==> config.mk <==
export PLATFORM = sky130hd
export DESIGN_NAME = mp64_dma_arb
export DESIGN_NICKNAME = d
export VERILOG_FILES = /design/src/rtl/mp64_dma_arb.sv
export SDC_FILE = /design/constraint.sdc
export NUM_CORES = 1
export LEC_CHECK = 0
export CAP_MARGIN = 0
export CORE_AREA = 3 3 105 107
export DETAILED_ROUTE_END_ITERATION = 6
export DIE_AREA = 0 0 108 110
export GPL_TIMING_DRIVEN = 0
export PLACE_DENSITY_LB_ADDON = 0.25
export SLEW_MARGIN = 15
export SYNTH_ARGS = -nofsm -noshare
export SYNTH_HDL_FRONTEND = slang
export SYNTH_SLANG_ARGS = --single-unit
==> constraint.sdc <==
create_clock -name clk -period 2.4 [get_ports clk]
set_input_delay 0.36 -clock clk [delete_from_list [all_inputs] [get_ports clk]]
set_output_delay 0.36 -clock clk [all_outputs]
set_load 0.02 [all_outputs]
==> src/rtl/mp64_dma_arb.sv <==
// Round-robin DMA arbiter for Megapad-64 memory port B.
// Serialises single-beat channel requests, with optional locked bursts, onto one 64-bit memory port.
module mp64_dma_arb #(
  parameter int NCH       = 2,
  parameter int AW        = 20,
  parameter int DW        = 8,
  parameter int MAX_BURST = 16
) (
  input  logic              clk,
  input  logic              rst_n,
  input  logic [NCH-1:0]    ch_req,
  input  logic [NCH-1:0]    ch_lock,
  input  logic [NCH-1:0]    ch_wen,
  input  logic [NCH*AW-1:0] ch_addr,
  input  logic [NCH*DW-1:0] ch_wdata,
  output logic [NCH-1:0]    ch_ack,
  output logic [NCH-1:0]    ch_err,
  output logic [DW-1:0]     ch_rdata,
  input  logic              host_busy,
  output logic              dma_own,
  output logic              mem_en,
  output logic [63:0]       mem_addr,
  output logic [63:0]       mem_wdata,
  output logic              mem_wen,
  output logic [1:0]        mem_size,
  input  logic [63:0]       mem_rdata,
  input  logic              mem_ready
);

  localparam int IW = (NCH > 1) ? $clog2(NCH) : 1;
  localparam int CW = $clog2(MAX_BURST + 1);
  localparam logic [1:0] SIZE = (DW == 64) ? 2'd3 : (DW == 32) ? 2'd2 : (DW == 16) ? 2'd1 : 2'd0;
  localparam logic [AW-1:0] ALIGN_MASK = AW'(DW / 8 - 1);

  typedef enum logic [1:0] {IDLE, ISSUE, ACK, ERR} state_t;

  state_t          state_q, state_d;
  logic [IW-1:0]   gnt_q, gnt_d;
  logic [IW-1:0]   rr_ptr_q, rr_ptr_d;
  logic [CW-1:0]   burst_cnt_q, burst_cnt_d;
  logic [AW-1:0]   addr_q, addr_d;
  logic [DW-1:0]   wdata_q, wdata_d;
  logic            wen_q, wen_d;
  logic [1:0]      size_q, size_d;
  logic [DW-1:0]   rdata_q, rdata_d;
  logic [NCH-1:0]  ack_q, ack_d;
  logic [NCH-1:0]  err_q, err_d;
  logic            en_q, en_d;
  logic            own_q, own_d;

  logic            found;
  int              win_i;
  logic [AW-1:0]   win_addr, cur_addr;
  logic [DW-1:0]   win_wdata, cur_wdata;
  logic            win_wen, cur_wen, cur_req, cur_lock;
  logic [IW-1:0]   next_ptr;
  logic            unused_rdata;

  assign unused_rdata = ^mem_rdata;

  function automatic logic misaligned(input logic [AW-1:0] a);
    return |(a & ALIGN_MASK);
  endfunction

  // Rotating priority search starting at rr_ptr, plus field muxes for the winner and the current grant.
  always_comb begin
    found     = 1'b0;
    win_i     = 0;
    win_addr  = '0;
    win_wdata = '0;
    win_wen   = 1'b0;
    cur_addr  = '0;
    cur_wdata = '0;
    cur_wen   = 1'b0;
    cur_req   = 1'b0;
    cur_lock  = 1'b0;
    for (int k = 0; k < NCH; k++) begin
      for (int i = 0; i < NCH; i++) begin
        if (!found && ch_req[i] && (((int'(rr_ptr_q) + k) % NCH) == i)) begin
          found = 1'b1;
          win_i = i;
        end
      end
    end
    for (int i = 0; i < NCH; i++) begin
      if (win_i == i) begin
        win_addr  = ch_addr[i*AW +: AW];
        win_wdata = ch_wdata[i*DW +: DW];
        win_wen   = ch_wen[i];
      end
      if (int'(gnt_q) == i) begin
        cur_addr  = ch_addr[i*AW +: AW];
        cur_wdata = ch_wdata[i*DW +: DW];
        cur_wen   = ch_wen[i];
        cur_req   = ch_req[i];
        cur_lock  = ch_lock[i];
      end
    end
    next_ptr = IW'((int'(gnt_q) + 1) % NCH);
  end

  always_comb begin
    state_d     = state_q;
    gnt_d       = gnt_q;
    rr_ptr_d    = rr_ptr_q;
    burst_cnt_d = burst_cnt_q;
    addr_d      = addr_q;
    wdata_d     = wdata_q;
    wen_d       = wen_q;
    size_d      = size_q;
    rdata_d     = rdata_q;
    ack_d       = '0;
    err_d       = '0;
    case (state_q)
      IDLE: begin
        if (found && !host_busy) begin
          gnt_d   = IW'(win_i);
          addr_d  = win_addr;
          wdata_d = win_wdata;
          wen_d   = win_wen;
          size_d  = SIZE;
          if (misaligned(win_addr)) begin
            state_d = ERR;
            err_d   = NCH'(1) << win_i;
          end else begin
            state_d     = ISSUE;
            burst_cnt_d = '0;
          end
        end
      end
      ISSUE: begin
        if (mem_ready) begin
          rdata_d     = mem_rdata[DW-1:0];
          burst_cnt_d = burst_cnt_q + CW'(1);
          ack_d       = NCH'(1) << gnt_q;
          state_d     = ACK;
        end
      end
      ACK: begin
        // A locked burst keeps the grant without re-arbitration until the beat cap forces rotation.
        if (cur_lock && cur_req && (burst_cnt_q < CW'(MAX_BURST)) &&
            !misaligned(cur_addr) && !host_busy) begin
          addr_d  = cur_addr;
          wdata_d = cur_wdata;
          wen_d   = cur_wen;
          state_d = ISSUE;
        end else begin
          rr_ptr_d = next_ptr;
          state_d  = IDLE;
        end
      end
      ERR: begin
        rr_ptr_d = next_ptr;
        state_d  = IDLE;
      end
      default: state_d = IDLE;
    endcase
    en_d  = (state_d == ISSUE);
    own_d = (state_d != IDLE);
  end

  always_ff @(posedge clk or negedge rst_n) begin
    if (!rst_n) begin
      state_q     <= IDLE;
      gnt_q       <= '0;
      rr_ptr_q    <= '0;
      burst_cnt_q <= '0;
      addr_q      <= '0;
      wdata_q     <= '0;
      wen_q       <= 1'b0;
      size_q      <= 2'd0;
      rdata_q     <= '0;
      ack_q       <= '0;
      err_q       <= '0;
      en_q        <= 1'b0;
      own_q       <= 1'b0;
    end else begin
      state_q     <= state_d;
      gnt_q       <= gnt_d;
      rr_ptr_q    <= rr_ptr_d;
      burst_cnt_q <= burst_cnt_d;
      addr_q      <= addr_d;
      wdata_q     <= wdata_d;
      wen_q       <= wen_d;
      size_q      <= size_d;
      rdata_q     <= rdata_d;
      ack_q       <= ack_d;
      err_q       <= err_d;
      en_q        <= en_d;
      own_q       <= own_d;
    end
  end

  assign ch_ack    = ack_q;
  assign ch_err    = err_q;
  assign ch_rdata  = rdata_q;
  assign dma_own   = own_q;
  assign mem_en    = en_q;
  assign mem_addr  = 64'(addr_q);
  assign mem_wdata = 64'(wdata_q);
  assign mem_wen   = wen_q;
  assign mem_size  = size_q;

endmodule

==> results <==
[power breakdown]
part	internal (uW)	switching [uW]	total, uW
clock network	232	280	512
logic	1190	1070	2260
registers	1210	196	1410
[routing by layer]
metal  GRT usage [%]  vias up  part of all wire [%]
met5               0        -                     0
met1            11.7     1043                    35
met3            5.13        4                    14
met2            20.6      128                    50
li1                -     1171                     -
met4            1.89        0                  0.38
[worst max-delay path by stage]
stage | to | depth (start not counted)
floorplan | addr_q[11] | 6
global placement | addr_q[4] | 1
detailed placement | addr_q[17] | 6
CTS | addr_q[17] | 6
global route | addr_q[14] | 6
finish | addr_q[17] | 6
[area by class of cell]
type | instances | area, um2 | share of cell area (%)
timing repair buffer | 115 | 1160 | 23.7
tap | 136 | 170 | 3.49
clock buffer | 6 | 82.6 | 1.69
buffer | 112 | 832 | 17.1
multi-input combinational | 223 | 1360 | 27.9
sequential | 50 | 1250 | 25.7
clock inverter | 2 | 12.5 | 0.257
inverter | 2 | 7.51 | 0.154
[worst max-delay path, delay by kind of cell]
family	cells	cell delay (ns)
buf+inv	2	0.82
simple gates	1	0.08
compound gates	2	0.67
mux	1	0.36
[cells by family (layout without fill, tap and decap cells)]
kind of cell               after synthesis  count (layout)  share of synthesized area (%)
AOI/OAI and AO/OA                       10              10                           2.12
xor gates and xnor gates                 3               3                          0.857
adders and majority gates                1               1                          0.408
buffers and inverters                  114             237                           27.4
DFF                                     50              50                           40.8
muxes                                   59              59                           21.6
other                                    1             104                          0.122
and+or+nand+nor                         46              46                           6.65
[metrics by stage]
stage,std cells,utilization [%],TNS (ns),setup WS (ns)
finish,646,47.6,0,0.303
global route,646,47.6,0,0.0778
CTS,646,47.6,0,0.200
detailed placement,638,46.7,-2.14,-0.136
global placement,637,46.6,-28.99,-0.540
floorplan,387,-,0,0.635
[registers in the layout, indices dropped and copies added, names as in the netlist]
signal	cells
dma_own	1
gnt_q	1
wdata_q	8
burst_cnt_q	5
ch_rdata	8
state_q	2
rr_ptr_q	1
mem_wen	1
ch_ack	2
addr_q	20
mem_en	1
[layout by cell type, fill, tap and decap left out, types with 2 or more instances in the layout]
cell type,instances
sky130_fd_sc_hd__nand2_1,30
sky130_fd_sc_hd__clkbuf_8,6
sky130_fd_sc_hd__buf_2,3
sky130_fd_sc_hd__mux2_2,57
sky130_fd_sc_hd__dfrtp_1,50
sky130_fd_sc_hd__nor3_1,2
sky130_fd_sc_hd__clkdlybuf4s50_1,113
sky130_fd_sc_hd__nand4_1,2
sky130_fd_sc_hd__xor2_1,3
sky130_fd_sc_hd__inv_1,2
sky130_fd_sc_hd__conb_1,104
sky130_fd_sc_hd__nor2_1,4
sky130_fd_sc_hd__a31oi_1,2
sky130_fd_sc_hd__nand3b_1,2
sky130_fd_sc_hd__o21ai_0,5
sky130_fd_sc_hd__buf_4,107
sky130_fd_sc_hd__nand2b_1,3
sky130_fd_sc_hd__clkbuf_1,2
==> summary.md <==
Critical path
* input port — Setup crit start kind
* host_busy — startpoint of the most critical setup path
* sky130_fd_sc_hd__clkdlybuf4s50_1 — slowest cell on the critical path
* 2.29 ns — Worst EP arrival
* clkdlybuf4s50_1 -> nor3_1 -> o21a_1 -> a31oi_1 -> buf_2 -> mux2_2 — worst path cell trace
* register — nature of the critical path endpoint
* 2.60 ns — data required time of the critical path
* 0.37 ns — setup slack, reg-to-reg
* state_q[0] — launch point of the worst reg-to-reg path
* addr_q[17] — critical register-to-register path endpoint
* 10 — maximum fanout count along the critical path
* 0.48 ns — Largest stage delay, worst path
* input port to register — kind of critical path
* 5 — depth of the worst register-to-register path

CTS
* 0 — Resized cells post-CTS
* 50 — number of clock sinks
* sky130_fd_sc_hd__clkbuf_8 — buffer type at the clock tree root
* 0.09 ns — clock-pin slew of the registers on the worst-case setup and hold paths
* done — TritonCTS clock tree
* 0 — Post-CTS Setup Repair Bufs
* 2 — Clock H-tree levels
* 0.30 ns — clock latency on the worst-skew pair
* 2 — Max clock buf depth
* 5 — clock buffers created by TritonCTS
* 0 — cts hold-fix bufs

Detailed routing
* 2346 — vias post-DR
* 0 — remaining antenna violation count after routing
* 11.1 um — post-DR wirelength/cell
* 4 — First-pass DRT Iterations
* 55 — First DRT Iteration DRCs
* 7180 um — DRT Wirelength
* 3.63 — detail-routed via count per cell
* 0 — DRC viols

Synthesis
* sky130_fd_sc_hd__dfrtp_1 — cell taking the most area after synthesis
* 10.8 um2 — mean instance size in the synthesized netlist
* 100% — Async SR Flop Fraction
* 26 — unique cell type count in the Yosys netlist
* sky130_fd_sc_hd__dfrtp_1, sky130_fd_sc_hd__buf_4, sky130_fd_sc_hd__mux2_2 — cell types occupying the most area after synthesis
* 50 — #FFs+latches synth
* 0 — yosys warns
* 284 — Synth Instances
* 40.8% — post-synth top area share
* 0 — number of flops mapped to enable cells by yosys
* 40.8% — sequential cell area fraction in the yosys report
* sky130_fd_sc_hd__buf_4, sky130_fd_sc_hd__mux2_2, sky130_fd_sc_hd__dfrtp_1, sky130_fd_sc_hd__nand2_1, sky130_fd_sc_hd__o21ai_0 — commonest cells in the netlist
* sky130_fd_sc_hd__buf_4 — cell with the most instances after synthesis
* sky130_fd_sc_hd__dfrtp_1 — main flop type after synthesis
* 0.00307 mm2 — Netlist Area Pre-Place

Cells and area
* 0 — number of antenna cells inserted
* 0.00487 mm2 — Final Cell Area
* 34.9% — share of final-layout standard cells stronger than drive strength 1
* 640 — net count of the finished layout
* 973 — layout filler cell count
* 59.0% — layout-stage area growth over the synthesis result

STA
* 0.477 GHz — Max Clock Freq
* 2.10 ns — Final min period
* 0.00806 ns — setup skew after layout
* 0.581 ns — Least-Margin Pin Slew
* 0 — Final Hold Violating Endpoints
* 0.00446 ns — Post-Route Hold Slack
* 0 — Max Slew Vio Count
* 0 — final-report setup violation count
* no — unrepaired setup endpoints after global routing
* 61.1% — headroom to the max-slew limit
* 87.4% — Tcrit/Tclk final

Power and ir drop
* 4180 uW — Total Power
* 858 mW/mm2 — PD cells
* 0.442 mV — maximum ir drop on the vdd rail
* 0.00245 uW — cell leakage power

Global routing
* 10600 um — wire length of the first global-routing pass
* 0 — GRT Residual Overflow
* 32 — largest net degree at the start of global routing
* 2166 — number of global-route vias before repair
* 0 — antenna violations before repair
* 11.1% — overall fraction of global-route tracks in use

Floorplanning
* 275 — I/O pin total
* 110 um — die height
* 30.0% — starting density of the core
* 108 um — die boundary width
* 37 — Placement Rows
* 0.0119 mm2 — die area
* 0.0102 mm2 — Floorplan Core Area

Flow run
* 0 — Maximum Capacitance Violations

Place
* 5950 um — half-perimeter wire length of the detailed placement result
* 114 — total of buffers placed on input and output ports
* 0.00478 mm2 — Post-DP Area
* 0.715 — global placement routability congestion

Worst hold path
* input port to async pin — worst hold path type

Status
* finished clean — result of the run

Power figures use the tool's default switching activity.
